===== src/rtl/batalha_naval_core.sv =====
`default_nettype none
// ============================================================================
// Module   : batalha_naval_core
// Summary  : Naval-battle game core. Holds the ship and attack grids and runs
//            the POS -> ATK -> END game flow. Counts shots and hits, detects
//            win or loss, and drives the column-scanned LED matrix and the
//            RGB hit/miss indicator.
// Revision : 1.0 - initial release
// ============================================================================
module batalha_naval_core #(
  parameter int ROWS       = 7,
  parameter int COLS       = 5,
  parameter int SHOT_LIMIT = 15,
  parameter int SCAN_DIV   = 1000,
  localparam int RW        = $clog2(ROWS),
  localparam int CW        = $clog2(COLS),
  localparam int SW        = $clog2(SHOT_LIMIT + 1),
  localparam int HW        = $clog2(ROWS * COLS + 1)
) (
  input  logic                   clk,
  input  logic                   clr,
  input  logic                   confirm,
  input  logic [ROWS*COLS-1:0]   ship_map_in,
  input  logic [RW-1:0]          at_row,
  input  logic [CW-1:0]          at_col,
  output logic [COLS-1:0]        m_col,
  output logic [ROWS-1:0]        m_line,
  output logic                   rgb_r,
  output logic                   rgb_g,
  output logic [1:0]             phase,
  output logic [SW-1:0]          shots,
  output logic [HW-1:0]          hits,
  output logic                   win,
  output logic                   reject
);

  localparam int N  = ROWS * COLS;
  localparam int DW = (SCAN_DIV > 1) ? $clog2(SCAN_DIV) : 1;

  typedef enum logic [1:0] {
    PH_POS = 2'b00,
    PH_ATK = 2'b01,
    PH_END = 2'b10
  } phase_e;

  // Grids are packed [row][col], so the flat bit index is row*COLS+col,
  // which matches the ship_map_in layout directly.
  typedef logic [ROWS-1:0][COLS-1:0] grid_t;

  phase_e           phase_q, phase_d;
  grid_t            ship_q, ship_d;
  grid_t            atk_q, atk_d;
  logic [HW-1:0]    total_q, total_d;
  logic [SW-1:0]    shots_q, shots_d;
  logic [HW-1:0]    hits_q, hits_d;
  logic             win_q, win_d;
  logic             rgb_r_q, rgb_r_d;
  logic             rgb_g_q, rgb_g_d;
  logic             reject_q, reject_d;
  logic             confirm_q, confirm_d;
  logic [DW-1:0]    div_q, div_d;
  logic [CW-1:0]    scan_q, scan_d;
  logic [COLS-1:0]  m_col_q, m_col_d;

  logic             evt;
  logic             in_range;
  logic             cell_shot;
  logic             cell_ship;
  logic [HW-1:0]    map_count;
  grid_t            live_map;
  grid_t            disp;

  assign live_map  = ship_map_in;
  assign evt       = confirm & ~confirm_q;
  assign in_range  = ({1'b0, at_row} < (RW + 1)'(ROWS)) &&
                     ({1'b0, at_col} < (CW + 1)'(COLS));
  // Gate the grid lookups so an out-of-range coordinate never matters.
  assign cell_shot = in_range & atk_q[at_row][at_col];
  assign cell_ship = in_range & ship_q[at_row][at_col];

  // Population count of the preset map, latched as the win target.
  always_comb begin
    map_count = '0;
    for (int i = 0; i < N; i++) begin
      map_count = map_count + HW'(ship_map_in[i]);
    end
  end

  // Game FSM next state: placement, attack bookkeeping, end-of-game clear.
  always_comb begin
    phase_d   = phase_q;
    ship_d    = ship_q;
    atk_d     = atk_q;
    total_d   = total_q;
    shots_d   = shots_q;
    hits_d    = hits_q;
    win_d     = win_q;
    rgb_r_d   = rgb_r_q;
    rgb_g_d   = rgb_g_q;
    reject_d  = 1'b0;
    confirm_d = confirm;
    if (evt) begin
      case (phase_q)
        PH_POS: begin
          if (ship_map_in != '0) begin
            ship_d  = ship_map_in;
            total_d = map_count;
            phase_d = PH_ATK;
          end else begin
            reject_d = 1'b1;
          end
        end
        PH_ATK: begin
          if (!in_range || cell_shot) begin
            reject_d = 1'b1;
          end else begin
            atk_d[at_row][at_col] = 1'b1;
            shots_d = shots_q + SW'(1);
            if (cell_ship) begin
              hits_d  = hits_q + HW'(1);
              rgb_g_d = 1'b1;
              rgb_r_d = 1'b0;
            end else begin
              rgb_r_d = 1'b1;
              rgb_g_d = 1'b0;
            end
            // Win is checked first so a final hit on the last allowed
            // shot still counts as a win.
            if (hits_d == total_q) begin
              phase_d = PH_END;
              win_d   = 1'b1;
              rgb_g_d = 1'b1;
              rgb_r_d = 1'b0;
            end else if (shots_d == SW'(SHOT_LIMIT)) begin
              phase_d = PH_END;
              win_d   = 1'b0;
              rgb_r_d = 1'b1;
              rgb_g_d = 1'b0;
            end
          end
        end
        PH_END: begin
          atk_d   = '0;
          shots_d = '0;
          hits_d  = '0;
          win_d   = 1'b0;
          rgb_r_d = 1'b0;
          rgb_g_d = 1'b0;
          phase_d = PH_POS;
        end
        default: phase_d = PH_POS;
      endcase
    end
  end

  // Column scan: divider wraps every SCAN_DIV cycles and steps the column.
  always_comb begin
    div_d   = div_q;
    scan_d  = scan_q;
    m_col_d = m_col_q;
    if (div_q == DW'(SCAN_DIV - 1)) begin
      div_d = '0;
      if (scan_q == CW'(COLS - 1)) begin
        scan_d  = '0;
        m_col_d = COLS'(1);
      end else begin
        scan_d  = scan_q + CW'(1);
        m_col_d = {m_col_q[COLS-2:0], 1'b0};
      end
    end else begin
      div_d = div_q + DW'(1);
    end
  end

  // State registers; confirm history resets high so a held button is ignored.
  always_ff @(posedge clk) begin
    if (clr) begin
      phase_q   <= PH_POS;
      ship_q    <= '0;
      atk_q     <= '0;
      total_q   <= '0;
      shots_q   <= '0;
      hits_q    <= '0;
      win_q     <= 1'b0;
      rgb_r_q   <= 1'b0;
      rgb_g_q   <= 1'b0;
      reject_q  <= 1'b0;
      confirm_q <= 1'b1;
      div_q     <= '0;
      scan_q    <= '0;
      m_col_q   <= COLS'(1);
    end else begin
      phase_q   <= phase_d;
      ship_q    <= ship_d;
      atk_q     <= atk_d;
      total_q   <= total_d;
      shots_q   <= shots_d;
      hits_q    <= hits_d;
      win_q     <= win_d;
      rgb_r_q   <= rgb_r_d;
      rgb_g_q   <= rgb_g_d;
      reject_q  <= reject_d;
      confirm_q <= confirm_d;
      div_q     <= div_d;
      scan_q    <= scan_d;
      m_col_q   <= m_col_d;
    end
  end

  // Matrix line data: live map while placing, shots while attacking,
  // ships overlaid with shots once the game is over.
  always_comb begin
    case (phase_q)
      PH_POS:  disp = live_map;
      PH_ATK:  disp = atk_q;
      PH_END:  disp = ship_q | atk_q;
      default: disp = '0;
    endcase
    for (int r = 0; r < ROWS; r++) begin
      m_line[r] = disp[r][scan_q];
    end
  end

  assign m_col  = m_col_q;
  assign phase  = phase_q;
  assign shots  = shots_q;
  assign hits   = hits_q;
  assign win    = win_q;
  assign rgb_r  = rgb_r_q;
  assign rgb_g  = rgb_g_q;
  assign reject = reject_q;

endmodule
`default_nettype wire

===== config.mk =====
export PLATFORM = sky130hd
export DESIGN_NAME = batalha_naval_core
export DESIGN_NICKNAME = d
export VERILOG_FILES = /design/src/rtl/batalha_naval_core.sv
export SDC_FILE = /design/constraint.sdc
export NUM_CORES = 1
export LEC_CHECK = 0
export ABC_CLOCK_PERIOD_IN_PS = 6170
export BUFFER_PORTS_ARGS = -buffer_cell sky130_fd_sc_hd__clkbuf_2
export CELL_PAD_IN_SITES_DETAIL_PLACEMENT = 0
export CELL_PAD_IN_SITES_GLOBAL_PLACEMENT = 2
export CORE_ASPECT_RATIO = 0.9
export CORE_MARGIN = 2
export CORE_UTILIZATION = 36
export CTS_CLUSTER_DIAMETER = 40
export DETAILED_ROUTE_END_ITERATION = 12
export GPL_ROUTABILITY_DRIVEN = 0
export PLACE_DENSITY_LB_ADDON = 0.05
export SLEW_MARGIN = 20
export SYNTH_ARGS = -nofsm -noshare
export SYNTH_HDL_FRONTEND = slang
export SYNTH_SLANG_ARGS = --single-unit
export TNS_END_PERCENT = 30

===== constraint.sdc =====
create_clock -name clk -period 6.17 [get_ports clk]
set_clock_uncertainty 0.2 [all_clocks]
set_input_delay 0 -clock clk [delete_from_list [all_inputs] [get_ports clk]]
set_output_delay 0 -clock clk [all_outputs]
set_load 0.01 [all_outputs]

### Word-level counts from Yosys, hierarchy flattened

Cells that the tools add are included.

| operators by class | value |
|---|---|
| shifts and indexed selects | 0 |
| multiplexer cells | 61 |
| magnitude comparators | 7 |
| reductions and logical operators | 14 |
| bitwise operators | 7 |
| divide/modulo/power cells | 0 |
| $add $sub $neg | 38 |
| multipliers | 0 |
| equality and inequality tests | 9 |

Operator list:

| kind | number |
|---|---|
| 6-bit by 1-bit adder with 6-bit output | 29 |
| 35-bit one-hot mux with 3 select lines | 1 |
| 35-bit bitwise OR | 2 |
| 35-bit one-hot mux with 2 select lines | 1 |
| 35-bit 2-to-1 mux | 1 |
| 35-bit nonzero test | 1 |
| 5-bit binary-select mux with 3-bit select | 2 |
| 6-bit 2-to-1 mux | 5 |
| 1-bit binary-select mux with 3-bit select | 9 |
| 1-bit 2-to-1 mux | 23 |
| 5-bit 2-to-1 mux | 4 |
| 5-bit demux with 3-bit select | 1 |
| 3-bit by 4-bit less-than comparator with 1-bit output, second input constant | 3 |
| 6-bit one-hot mux with 2 select lines | 1 |
| 10-bit by 1-bit adder with 10-bit output, second input constant | 1 |
| 10-bit equality test, second input constant | 1 |
| 2-bit 2-to-1 mux | 4 |
| 1-bit one-hot mux with 2 select lines | 4 |
| 4-bit one-hot mux with 2 select lines | 1 |
| 4-bit AND reduction | 2 |
| 5-bit by 1-bit adder with 6-bit output | 1 |
| 6-bit by 1-bit adder with 6-bit output, second input constant | 1 |
| 6-bit equality test | 1 |
| 3-bit by 1-bit >= comparator with 1-bit output, second input constant | 2 |
| other kinds (26) | 35 |

| storage, ports and cells | value |
|---|---|
| bits in read-only memories | 0 |
| latch bits | 0 |
| output and inout bits | 28 |
| register bits after elaboration | 111 |
| bits of input ports | 44 |
| memories | 0 |
| RAM bits | 0 |

### Depth between registers and ports, before layout

| logic depth | value |
|---|---|
| depth in word-level cells | 34 |
| mapped depth | 18 |
| mapped depth without buffers | 18 |

### Least setup slack after synthesis

Ideal clock, no wire load.

| path | value |
|---|---|
| kind | in2reg |
| from | input port ship_map_in[17] |
| to | register total_q[4] |
| setup time | 128 ps |
| arrival | 4316 ps |
| stages | 18 |
| setup slack | 1526 ps |
| buffers on the path | 0 |
| data required time | 5842 ps |
| path through | fa_1 > inv_1 > fa_1 > inv_1 > fa_1 > inv_1 > fa_1 > fa_1 > fa_1 > fa_1 > inv_1 > fa_1 > a21o_1 > a21oi_1 > xor2_1 > nor2_1 > a21oi_1 > nor2_1 |

| on the way | value |
|---|---|
| cells in the longest elaborated chain, start to end | 18 |

Ends and longest elaborated chain:

| what | RTL line | source |
|---|---|---|
| from (decl) | 23 | `input logic [ROWS*COLS-1:0] ship_map_in,` |
| 6-bit by 1-bit adder with 6-bit output (18 in series) | 85 | `map_count = map_count + HW'(ship_map_in[i]);` |
| to (signal assigned) | 196 | `total_q <= total_d;` |
| to (decl) | 53 | `logic [HW-1:0] total_q, total_d;` |

Parallel ways exist; a longest one is shown, timed or not.
A chain may end at the register's enable or synchronous reset.

### Worst setup path after layout

Ends and elaborated chain as after synthesis.

==> summary.md <==
TritonCTS built the clock tree. The floorplan step defined a die boundary enclosing 20500 sq um. The die is 151 microns wide. The setup path with the least slack is of type in2reg. In this run the worst path has a maximum fanout of 4. Destination of the worst hold path: shots[1].

Of the synthesized area, sequential elements account for 31.8%. The routed design could run at a clock period as short as 5170 ps. After floorplanning, the core was divided into 48 placement rows. The residual antenna-violating net count after detailed routing was 0; the delay of the slowest critical-path stage was 540 ps.

Wire segments on met2 add up to 10400 microns in the final route. The fraction of the cycle the final worst path needs is 83.7%. CTS placed an instance of sky130_fd_sc_hd__clkbuf_16 at the clock tree root. The average instance area after synthesis is 8.40 sq um, and the pre-CTS setup slack is 1190 ps. Power spread over the standard cell area amounts to 293 nW/um^2. In the final layout, the share of cells above drive strength 1 is 12.7%.

DRC marker count from the first detailed-route iteration: 364. Based on the critical path, the design can be clocked at up to 194 MHz. The routed metal-1 wire length came out at 12000 microns. Yosys mapped the design onto 66 distinct sky130hd cell types.

The register clock-pin slew on the reported worst setup and hold paths was 70 ps. The dominant cell by count in the synthesized netlist is sky130_fd_sc_hd__nor2_1. The tools report the worst-case clock buffer depth as 2.

The worst setup path is launched from an input pin. The worst-case IR drop observed on VDD is 0.233 mV. STA classifies the critical path endpoint as a register. Setup repair after global routing left no endpoint under its margin. The buffer count from post-CTS setup fixing is 0.

Dominant delay contributor by cell family on the critical path: adder cells. The die is 136 microns tall. The area added between synthesis and finish is 17.0%. Transition at the pin with the smallest max-transition slack: 958 ps. The worst register-to-register path ends at hits[3]. Data on the critical path arrives at its endpoint at 5190 ps. The min-delay analysis places its worst path in the category in2reg. The logs give 4310 sq um for the area of the multi-input gates and 3360 ps for the reg2reg setup slack. The tools report the sum of net half-perimeters after detailed placement as 17700 microns. The deepest level of the CTS H-tree was 3. In this run the static leakage power is 3.30 nW.

The run gives 111 as the number of sinks on the clock net. The run gives 6212 as the via count of the first global-routing pass. The area of the core region came out at 19100 sq um.

The post-layout net count came out at 992. The flow ran to the end, and the final reports show no timing, DRC or antenna violations. The run gives 72 as the boundary pin count.

STA puts the critical path data required time at 6190 ps. Routed length per instance: 20.5 microns. The number of enable-type register cells in the synthesized netlist is 0, and the final-report hold violation count is 0. Global routing used 23.9% of the available tracks.

The synthesized net count was 917. The slowest stage cell on the critical path is sky130_fd_sc_hd__dlygate4sd3_1. After layout, the worst setup slack is 1000 ps. The startpoint identified for the worst register-to-register timing path is atk_q[31]. Input and output buffers added on the ports amount to 71.

By area the synthesized netlist is led by sky130_fd_sc_hd__dfxtp_1, sky130_fd_sc_hd__mux2i_1, sky130_fd_sc_hd__fa_1. In this design, the critical path's most frequently occurring cell is sky130_fd_sc_hd__fa_1. Registers take 2220 sq um. Of the post-synthesis cell area, the dominant cell type holds 31.8%. The fraction of registers with async set/reset is 0%.

The run gives 360 ps as the clock latency on the worst-skew pair. In this run the most critical hold path is launched from clr. Among all flip-flop cells after synthesis, the most frequent one is sky130_fd_sc_hd__dfxtp_1. The run gives 9 as the number of CTS-inserted buffers. Counting every instance in the synthesized netlist gives 832. The first global-routing pass estimated 37000 microns of wire. The final number of setup-violating endpoints came out at 0. In this run, synthesis produced a sequential element count of 111. For this run, the detailed router's first-pass iteration total came to 5. Aggregate negative setup slack: 0 ps. The worst path buffer plus inverter count came out at 6. Cell type contributing the most total cell area after synthesis: sky130_fd_sc_hd__dfxtp_1. The signal on the critical path passes through dlygate4sd3_1, clkbuf_2, fa_1, inv_1, fa_1, inv_1, fa_1, inv_1, fa_1, fa_1, fa_1, fa_1, inv_1, fa_1, a21o_1, a21oi_1, xor2_1, nor2_1, a21oi_1, nor2_1.

The number of warning messages in the yosys log was 0; the initial antenna violation count was 1. The final number of max-transition violations was 0. The area of the mapped netlist was 6990 sq um; the number of filler cells placed in the layout was 1952.

For the power consumption, the log shows 2.40 mW. The count of hold-fix buffers inserted at cts came out at 37. The hold path depth is 3, and the number of cell instances on the worst register-to-register path is 7.

The commonest cells after synthesis are sky130_fd_sc_hd__nor2_1, sky130_fd_sc_hd__dfxtp_1, sky130_fd_sc_hd__mux2i_1. The initial utilization of the core area, before any placement, comes to 36.6%. Global routing finished with a remaining overflow of 0.

Topmost layer with routed signal wires: met4. The post-cts sizing count was 0. Max-cap violations in this run came to 0. Via-per-instance ratio: 5.46.

Detailed routing placed a total of 1080 microns of wire on met3. The run gives 6350 as the number of vias in the routed layout. The worst pin sits at a relative slew slack of 36.1%.

Entering global routing, the biggest net connects 60 pins. The run gives 23800 microns as the total length of routed wires. In the routed design, unresolved DRC markers number 0.
-- how the worst max path moves through the flow --
stage	startpoint	to	slack [ps]	depth (start not counted)
after floorplan	ship_map_in[17]	total_q[4]	1530	18
after global placement	ship_map_in[17]	total_q[4]	1240	19
after detailed placement	ship_map_in[23]	total_q[4]	1190	19
after CTS	ship_map_in[23]	total_q[4]	1030	20
after global routing	ship_map_in[23]	total_q[4]	780	20
final	ship_map_in[17]	total_q[4]	1000	20
-- registers in the layout, indices dropped and copies added (netlist names) --
name / cells
phase: 2
atk_q: 35
ship_q: 35
confirm_q: 1
m_col: 5
scan_q: 3
shots: 4
reject: 1
rgb_r: 1
total_q: 6
win: 1
rgb_g: 1
hits: 6
div_q: 10
-- placed cells by master, fill, tap and decap left out, types with 10 or more instances in the layout --
| cell | instances |
|---|---|
| sky130_fd_sc_hd__nor2_1 | 123 |
| sky130_fd_sc_hd__dfxtp_1 | 110 |
| sky130_fd_sc_hd__mux2i_1 | 80 |
| sky130_fd_sc_hd__clkbuf_2 | 71 |
| sky130_fd_sc_hd__inv_1 | 59 |
| sky130_fd_sc_hd__a21oi_1 | 54 |
| sky130_fd_sc_hd__o21ai_0 | 49 |
| sky130_fd_sc_hd__nand2_1 | 37 |
| sky130_fd_sc_hd__dlygate4sd3_1 | 37 |
| sky130_fd_sc_hd__a31oi_1 | 29 |
| sky130_fd_sc_hd__fa_1 | 27 |
| sky130_fd_sc_hd__nand3_1 | 20 |
| sky130_fd_sc_hd__ha_1 | 14 |
| sky130_fd_sc_hd__o22ai_1 | 13 |
| sky130_fd_sc_hd__xor2_1 | 10 |
| sky130_fd_sc_hd__xnor2_1 | 10 |
-- worst min-delay path: cells and delay by family --
family                 cells  cell delay, ps
AND/OR/NAND/NOR            1             160
buffers and inverters      2             390
-- where the power goes --
part / switching (mW) / internal, mW / leakage (nW)
Combinational: 0.550 / 0.441 / 2.25
Sequential: 0.0301 / 0.744 / 0.898
Clock: 0.280 / 0.350 / 0.156
-- cell families after synthesis --
| logic type | count (synthesis) | share of synthesized area, % |
|---|---|---|
| AO/OA/AOI/OAI | 208 | 19.3 |
| XOR/XNOR | 20 | 2.51 |
| adder cells (fa/ha/maj) | 41 | 10.2 |
| buffers and inverters | 113 | 6.62 |
| flip-flops | 111 | 31.8 |
| multiplexers | 86 | 12.5 |
| AND/OR/NAND/NOR | 253 | 17.1 |
-- metal layers --
metal / track usage [%] / vias up
li1: - / 3100
met1: 35.2 / 3079
met2: 36.5 / 156
met3: 4.16 / 15
met4: 5.35 / 0
met5: 0 / -
-- through the flow --
| step | utilization (%) | hold WS (ps) | std cells | instance area, sq um |
|---|---|---|---|---|
| after CTS | 42.8 | 44.7 | 1161 | 8180 |
| after global placement | 39.2 | 4.50 | 1109 | 7490 |
| final | 42.8 | 42.5 | 1162 | 8180 |
| after global routing | 42.8 | 73.5 | 1161 | 8180 |
| after floorplan | - | -93.4 | 832 | 6990 |
| after detailed placement | 39.2 | 10.9 | 1109 | 7490 |
-- layout make-up --
type	instances	share of cell area (%)
repair buffers	117	9.70
clock buffers	12	3.26
clock inverters	3	0.581
inverters	60	2.75
multi-input cells	608	52.7
flip-flops and latches	111	27.2
diodes	1	0.0306
well taps	250	3.82
Note: power is estimated with default switching activity, not from simulation.
